===== src/rtl/button_conditioner.sv =====
// rtl/button_conditioner.sv - per-channel button debouncer with edge, long-press and auto-repeat events
//
// Purpose: synchronizes N_BTN raw button inputs, debounces them on a shared
// sample tick, and reports press/release pulses, a long-press event and
// (optionally) auto-repeat events per channel.
//
// Ports:
//   clk          in   1      system clock
//   reset        in   1      asynchronous, active-high reset
//   btn_in       in   N_BTN  raw asynchronous buttons, 1 = pressed
//   btn_level    out  N_BTN  debounced level
//   rise_pulse   out  N_BTN  press event, PULSE_LEN cycles
//   fall_pulse   out  N_BTN  release event, PULSE_LEN cycles
//   long_pulse   out  N_BTN  long-press event, 1 cycle
//   repeat_pulse out  N_BTN  auto-repeat event, 1 cycle
//   tick         out  1      shared sample strobe, 1 cycle every TICK_DIV cycles
//
// Configuration macro: BTN_AUTOREPEAT_EN compiles in the HELD-state repeat
// counter; when undefined repeat_pulse is tied to 0 and HELD lasts until release.

module button_conditioner #(
    parameter int N_BTN        = 4,
    parameter int TICK_DIV     = 100000,
    parameter int STABLE_CNT   = 8,
    parameter int PULSE_LEN    = 4,
    parameter int LONG_TICKS   = 1000,
    parameter int REPEAT_TICKS = 200
) (
    input  logic             clk,
    input  logic             reset,
    input  logic [N_BTN-1:0] btn_in,
    output logic [N_BTN-1:0] btn_level,
    output logic [N_BTN-1:0] rise_pulse,
    output logic [N_BTN-1:0] fall_pulse,
    output logic [N_BTN-1:0] long_pulse,
    output logic [N_BTN-1:0] repeat_pulse,
    output logic             tick
);

    localparam int PW = $clog2(TICK_DIV);
    localparam int SW = $clog2(STABLE_CNT + 1);
    localparam int LW = $clog2(PULSE_LEN + 1);
    localparam int HW = $clog2(LONG_TICKS + 1);

    if (TICK_DIV < 2 || STABLE_CNT < 1 || PULSE_LEN < 1 || PULSE_LEN >= TICK_DIV ||
        LONG_TICKS < 1 || REPEAT_TICKS < 1) begin : g_param_check
        $error("button_conditioner: invalid parameter set");
    end

    typedef enum logic [1:0] {
        RELEASED = 2'd0,
        PRESSED  = 2'd1,
        HELD     = 2'd2
    } state_t;

    logic [N_BTN-1:0] r_sync1;
    logic [N_BTN-1:0] r_sync2;
    logic [PW-1:0]    r_presc;
    logic             w_tick;
    logic [SW-1:0]    r_stab     [N_BTN];
    logic [N_BTN-1:0] r_level;
    logic [LW-1:0]    r_rise_cnt [N_BTN];
    logic [LW-1:0]    r_fall_cnt [N_BTN];
    logic [N_BTN-1:0] w_rise;
    logic [N_BTN-1:0] w_fall;

    state_t           r_state     [N_BTN];
    state_t           w_state_nxt [N_BTN];
    logic [HW-1:0]    r_hold      [N_BTN];
    logic [HW-1:0]    w_hold_nxt  [N_BTN];
    logic [N_BTN-1:0] w_long_evt;
    logic [N_BTN-1:0] r_long;

    assign w_tick    = (r_presc == PW'(TICK_DIV - 1));
    assign tick      = w_tick;
    assign btn_level = r_level;
    assign long_pulse = r_long;

    // Level toggles on the tick where the mismatch has persisted for
    // STABLE_CNT ticks; these flags mark that tick cycle, so the new level
    // and its pulse become visible together on the following cycle.
    always_comb begin
        w_rise = '0;
        w_fall = '0;
        for (int i = 0; i < N_BTN; i++) begin
            if (w_tick && (r_sync2[i] != r_level[i]) && (r_stab[i] == SW'(STABLE_CNT - 1))) begin
                w_rise[i] = ~r_level[i];
                w_fall[i] = r_level[i];
            end
        end
    end

    always_ff @(posedge clk or posedge reset) begin
        if (reset) begin
            r_sync1 <= '0;
            r_sync2 <= '0;
            r_presc <= '0;
            r_level <= '0;
            for (int i = 0; i < N_BTN; i++) begin
                r_stab[i]     <= '0;
                r_rise_cnt[i] <= '0;
                r_fall_cnt[i] <= '0;
            end
        end else begin
            r_sync1 <= btn_in;
            r_sync2 <= r_sync1;
            r_presc <= w_tick ? '0 : r_presc + PW'(1);
            for (int i = 0; i < N_BTN; i++) begin
                if (w_tick) begin
                    if (r_sync2[i] == r_level[i]) begin
                        r_stab[i] <= '0;
                    end else if (w_rise[i] || w_fall[i]) begin
                        r_stab[i]  <= '0;
                        r_level[i] <= ~r_level[i];
                    end else begin
                        r_stab[i] <= r_stab[i] + SW'(1);
                    end
                end
                if (w_rise[i]) begin
                    r_rise_cnt[i] <= LW'(PULSE_LEN);
                end else if (r_rise_cnt[i] != '0) begin
                    r_rise_cnt[i] <= r_rise_cnt[i] - LW'(1);
                end
                if (w_fall[i]) begin
                    r_fall_cnt[i] <= LW'(PULSE_LEN);
                end else if (r_fall_cnt[i] != '0) begin
                    r_fall_cnt[i] <= r_fall_cnt[i] - LW'(1);
                end
            end
        end
    end

    always_comb begin
        rise_pulse = '0;
        fall_pulse = '0;
        for (int i = 0; i < N_BTN; i++) begin
            rise_pulse[i] = (r_rise_cnt[i] != '0);
            fall_pulse[i] = (r_fall_cnt[i] != '0);
        end
    end

`ifdef BTN_AUTOREPEAT_EN
    localparam int RW = $clog2(REPEAT_TICKS + 1);
    logic [RW-1:0]    r_rep     [N_BTN];
    logic [RW-1:0]    w_rep_nxt [N_BTN];
    logic [N_BTN-1:0] w_rep_evt;
    logic [N_BTN-1:0] r_rep_pulse;
    assign repeat_pulse = r_rep_pulse;
`else
    assign repeat_pulse = '0;
`endif

    // Next-state logic. A fall always takes priority, so a threshold reached
    // on the same tick as a release never produces a long/repeat event.
    always_comb begin
        w_long_evt = '0;
`ifdef BTN_AUTOREPEAT_EN
        w_rep_evt = '0;
`endif
        for (int i = 0; i < N_BTN; i++) begin
            w_state_nxt[i] = r_state[i];
            w_hold_nxt[i]  = r_hold[i];
`ifdef BTN_AUTOREPEAT_EN
            w_rep_nxt[i]   = r_rep[i];
`endif
            case (r_state[i])
                RELEASED: begin
                    if (w_rise[i]) begin
                        w_state_nxt[i] = PRESSED;
                        w_hold_nxt[i]  = '0;
                    end
                end
                PRESSED: begin
                    if (w_fall[i]) begin
                        w_state_nxt[i] = RELEASED;
                        w_hold_nxt[i]  = '0;
                    end else if (w_tick) begin
                        if (r_hold[i] == HW'(LONG_TICKS - 1)) begin
                            w_long_evt[i]  = 1'b1;
                            w_state_nxt[i] = HELD;
                            w_hold_nxt[i]  = HW'(LONG_TICKS);
`ifdef BTN_AUTOREPEAT_EN
                            w_rep_nxt[i]   = '0;
`endif
                        end else begin
                            w_hold_nxt[i] = r_hold[i] + HW'(1);
                        end
                    end
                end
                HELD: begin
                    if (w_fall[i]) begin
                        w_state_nxt[i] = RELEASED;
                        w_hold_nxt[i]  = '0;
`ifdef BTN_AUTOREPEAT_EN
                        w_rep_nxt[i]   = '0;
                    end else if (w_tick) begin
                        if (r_rep[i] == RW'(REPEAT_TICKS - 1)) begin
                            w_rep_evt[i] = 1'b1;
                            w_rep_nxt[i] = '0;
                        end else begin
                            w_rep_nxt[i] = r_rep[i] + RW'(1);
                        end
`endif
                    end
                end
                default: begin
                    w_state_nxt[i] = RELEASED;
                    w_hold_nxt[i]  = '0;
                end
            endcase
        end
    end

    always_ff @(posedge clk or posedge reset) begin
        if (reset) begin
            r_long <= '0;
            for (int i = 0; i < N_BTN; i++) begin
                r_state[i] <= RELEASED;
                r_hold[i]  <= '0;
            end
        end else begin
            r_long <= w_long_evt;
            for (int i = 0; i < N_BTN; i++) begin
                r_state[i] <= w_state_nxt[i];
                r_hold[i]  <= w_hold_nxt[i];
            end
        end
    end

`ifdef BTN_AUTOREPEAT_EN
    always_ff @(posedge clk or posedge reset) begin
        if (reset) begin
            r_rep_pulse <= '0;
            for (int i = 0; i < N_BTN; i++) begin
                r_rep[i] <= '0;
            end
        end else begin
            r_rep_pulse <= w_rep_evt;
            for (int i = 0; i < N_BTN; i++) begin
                r_rep[i] <= w_rep_nxt[i];
            end
        end
    end
`endif

endmodule


===== config.mk =====
export PLATFORM = sky130hd
export DESIGN_NAME = button_conditioner
export DESIGN_NICKNAME = d
export VERILOG_FILES = /design/src/rtl/button_conditioner.sv
export SDC_FILE = /design/constraint.sdc
export NUM_CORES = 1
export LEC_CHECK = 0
export CORE_MARGIN = 2
export CORE_UTILIZATION = 30
export DETAILED_ROUTE_END_ITERATION = 7
export GPL_TIMING_DRIVEN = 1
export PLACE_DENSITY_LB_ADDON = 0.3
export SLEW_MARGIN = 40
export SYNTH_ARGS = -nofsm -noshare
export SYNTH_HDL_FRONTEND = slang
export SYNTH_SLANG_ARGS = --single-unit

===== constraint.sdc =====
create_clock -name clk -period 8.25 [get_ports clk]
set_input_delay 2.0625 -clock clk [delete_from_list [all_inputs] [get_ports clk]]
set_output_delay 2.0625 -clock clk [all_outputs]
set_load 0.02 [all_outputs]

==> flow_summary.yaml <==
timing:
  finalCritPeriodShare_pct: 65.44
  setup_violations: 0
  tightest_slew_ns: 0.7012
  min_period_ns: 5.399
  tns_ns: 0
  hold_violations: 0
  rsz0062_at_grt: "false"
  finalMaxSlewViolations: 0
  max_slew_margin_pct: 53.26
  fmax_mhz: 185.2
  finClkSkew_ns: 0.01051
pwr:
  p_clk_share_pct: 53.1
  max-vdd-ir-drop_v: 0.00009880
  intPower_mw: 1.041
  power_frac_seq_pct: 45.4
  p_per_area_mw_per_mm2: 173.4
  p_sw_uw: 275.8
  switching_share_pct: 20.94
  p_leak_nw: 3.255
  p_comb_share_pct: 1.6
worst_setup_path:
  required_ns: 6.19
  cp-end-kind: "primary output"
  worstPathMaxFanout: 17
  critPathKind: "reg -> out"
  reg2reg_depth: 6
  crit_path_start_kind: "flip-flop"
  cp.arrival_ns: 3.34
synth:
  synth-simple-area-share_pct: 25.29
  synthTopCellsByArea: "dfrtp_1 46%, ha_1 4.8%, nand3_1 4.1%, o21ai_0 3.8%, nand2_1 3.5%"
  synth_edf_count: 0
  synth.distinct_cells: 60
  synthMuxAreaShare_pct: 2.362
  synth_top_family_by_area: "simple AND/OR/NAND/NOR gates"
  syn_area_per_cell_um2: 9.417
  synth_most_common_cell: "dfrtp_1"
  synth_fa_ha_area_share_pct: 4.800
  synth_top_area_share_pct: 46.47
  yosys_warnings: 0
  synth-seq-cells: 121
  async_flop_share_pct: 100.0
  syn_area_mm2: 0.006516
  ys_seq_area_share_pct: 46.47
  yosysTopAreaCell: "dfrtp_1"
  synthFlopType: "dfrtp_1"
  synthXorXnorAreaFrac_pct: 2.957
  synthCells: 692
  synth_common_cells: "121 x dfrtp_1, 60 x nand2_1, 54 x nor2_1"
  synth_compound_area_share_pct: 14.54
clock_tree:
  cts_resized: 0
  cts_tree: "done"
  cts_num_sinks: 121
  clk_latency_ns: 0.42
  cts_hold_buf: 0
  cts_root_buf: "clkbuf_16"
  cts_setup_buffers: 0
  h-tree-depth: 4
  clk_path_buf_depth: 2
  cts_buffers: 17
  clk_pin_slew_ns: 0.05
global_route:
  track_usage_pct: 13.26
  grt_overflow: 0
  antenna_found_initial: 0
  grt_pass1_wl_um: 24070
  grt_start_max_net_pins: 75
  grt_pass1_vias: 4967
layout:
  area_delta_synth_final_pct: 16.57
  utilization_pct: 35.91
  antenna_cells: 0
  nNetsFinal: 749
  drive_gt1_share_pct: 6.712
floorplanning:
  start_util_pct: 30.80
  die-area_mm2: 0.02292
  core-area_mm2: 0.02115
  io_pins: 27
  dieHeight_um: 151.4
  die_w_um: 151.4
  rows: 53
drt:
  ant_nets: 0
  vias_per_cell: 5.028
  drt_iter0_drc: 290
  drc: 0
  first_pass_iters: 4
  wirelength_um: 13890
  via_count: 5053
  wl_per_cell_um: 13.82
run_status:
  status: "completed"
placement:
  dp_hpwl_um: 9223
  io_buffers: 22
  gp_routability_congestion: 0.7388
hold_path:
  whs_path_depth: 0
  hold_class: "reg -> reg"
flow_run:
  cap_violations: 0
registers in the layout (all words and copies together), names as in the netlist:
name and flops:
r_rise_cnt 12, r_fall_cnt 12, long_pulse 4, r_sync1 4, r_state 8, btn_level 4, r_hold 40, r_sync2 4
r_presc 17, r_stab 16
stage by stage:
stage               instance area [µm²]  power (mW)  setup slack, ns  hold slack (ns)  instances
floorplan                          6528      0.6227            2.973           0.3312        695
global placement                   7025      0.6293            3.375           0.3328        974
detailed placement                 7038      0.6299            3.309           0.3379        974
CTS                                7596       1.339            2.845           0.3508       1005
global route                       7596       1.371            2.665           0.3512       1005
finish                             7596       1.317            2.851           0.3487       1005
logic make-up (layout without fill, tap and decap cells):
family,Yosys count,count (layout)
and+or+nand+nor,306,306
muxes,15,15
other,1,4
AOI/OAI and AO/OA,146,146
buffers and inverters,56,91
DFF,121,121
adders and majority gates,25,25
xor gates and xnor gates,22,22
worst paths after layout:
kind / start / endpoint / slack [ns]
worst max-delay path: r_presc[5] / tick / 2.85
worst min-delay path: r_sync1[3] / r_sync2[3] / 0.35
worst max register to register: r_presc[5] / r_hold[17] / 4.94
worst min register to register: r_sync1[3] / r_sync2[3] / 0.35
max in group asynchronous: reset / r_stab[0] / 5.04
min in group asynchronous: reset / r_fall_cnt[8] / 2.08
critical path: stages (launching register included):
cell and delay (ns):
dfrtp_1 0.47, nor4b_1 0.45, nand4_1 0.54, inv_1 0.73
clkdlybuf4s50_1 0.73
power by group through the flow:
stage          Combinational [mW]  Clock, mW  Sequential (mW)
6_report                   0.0206      0.699            0.598
5_1_grt                    0.0247      0.749            0.597
4_1_cts                    0.0221      0.719            0.597
3_5_place_dp               0.0220          0            0.608
3_3_place_gp               0.0216          0            0.608
2_1_floorplan              0.0158          0            0.607
placed cells by master, fill, tap and decap left out, types with 5 or more instances in the layout:
cell type,count
ha_1,25
a21o_1,8
or3_1,9
a21oi_1,20
o31ai_1,9
nand3b_1,8
xnor2_1,15
and2_1,11
clkbuf_16,17
a31oi_1,6
nand4_1,13
o21ai_0,49
dfrtp_1,121
nor4_1,7
nand2_1,60
nand3_1,53
and4_1,6
nor4b_1,6
xor2_1,7
nor2_1,54
mux2i_1,12
clkdlybuf4s50_1,22
inv_1,32
a211oi_1,12
or4_1,8
nor3_1,16
clkinv_2,5
and3_1,6
or2_2,6
nand2b_1,26
metal layers:
metal	global-route usage [%]	wire [µm]	up-vias	share of wire (%)
met4	5.093	188	0	1.4
li1	-	-	2554	-
met2	19.91	6174	56	44
met1	18.44	7178	2424	52
met5	0	0	-	0
met3	3.193	353	19	2.5
layout make-up:
class / instances / area, µm²
Multi-Input combinational cell: 518 / 3278
Timing Repair Buffer: 27 / 261.5
Clock inverter: 8 / 70.07
Inverter: 33 / 126.4
Clock buffer: 23 / 488.0
Tap cell: 275 / 344.1
Sequential cell: 121 / 3028
Fill cell: 2101 / 13560
No activity file was read; power rests on OpenSTA's default activity.
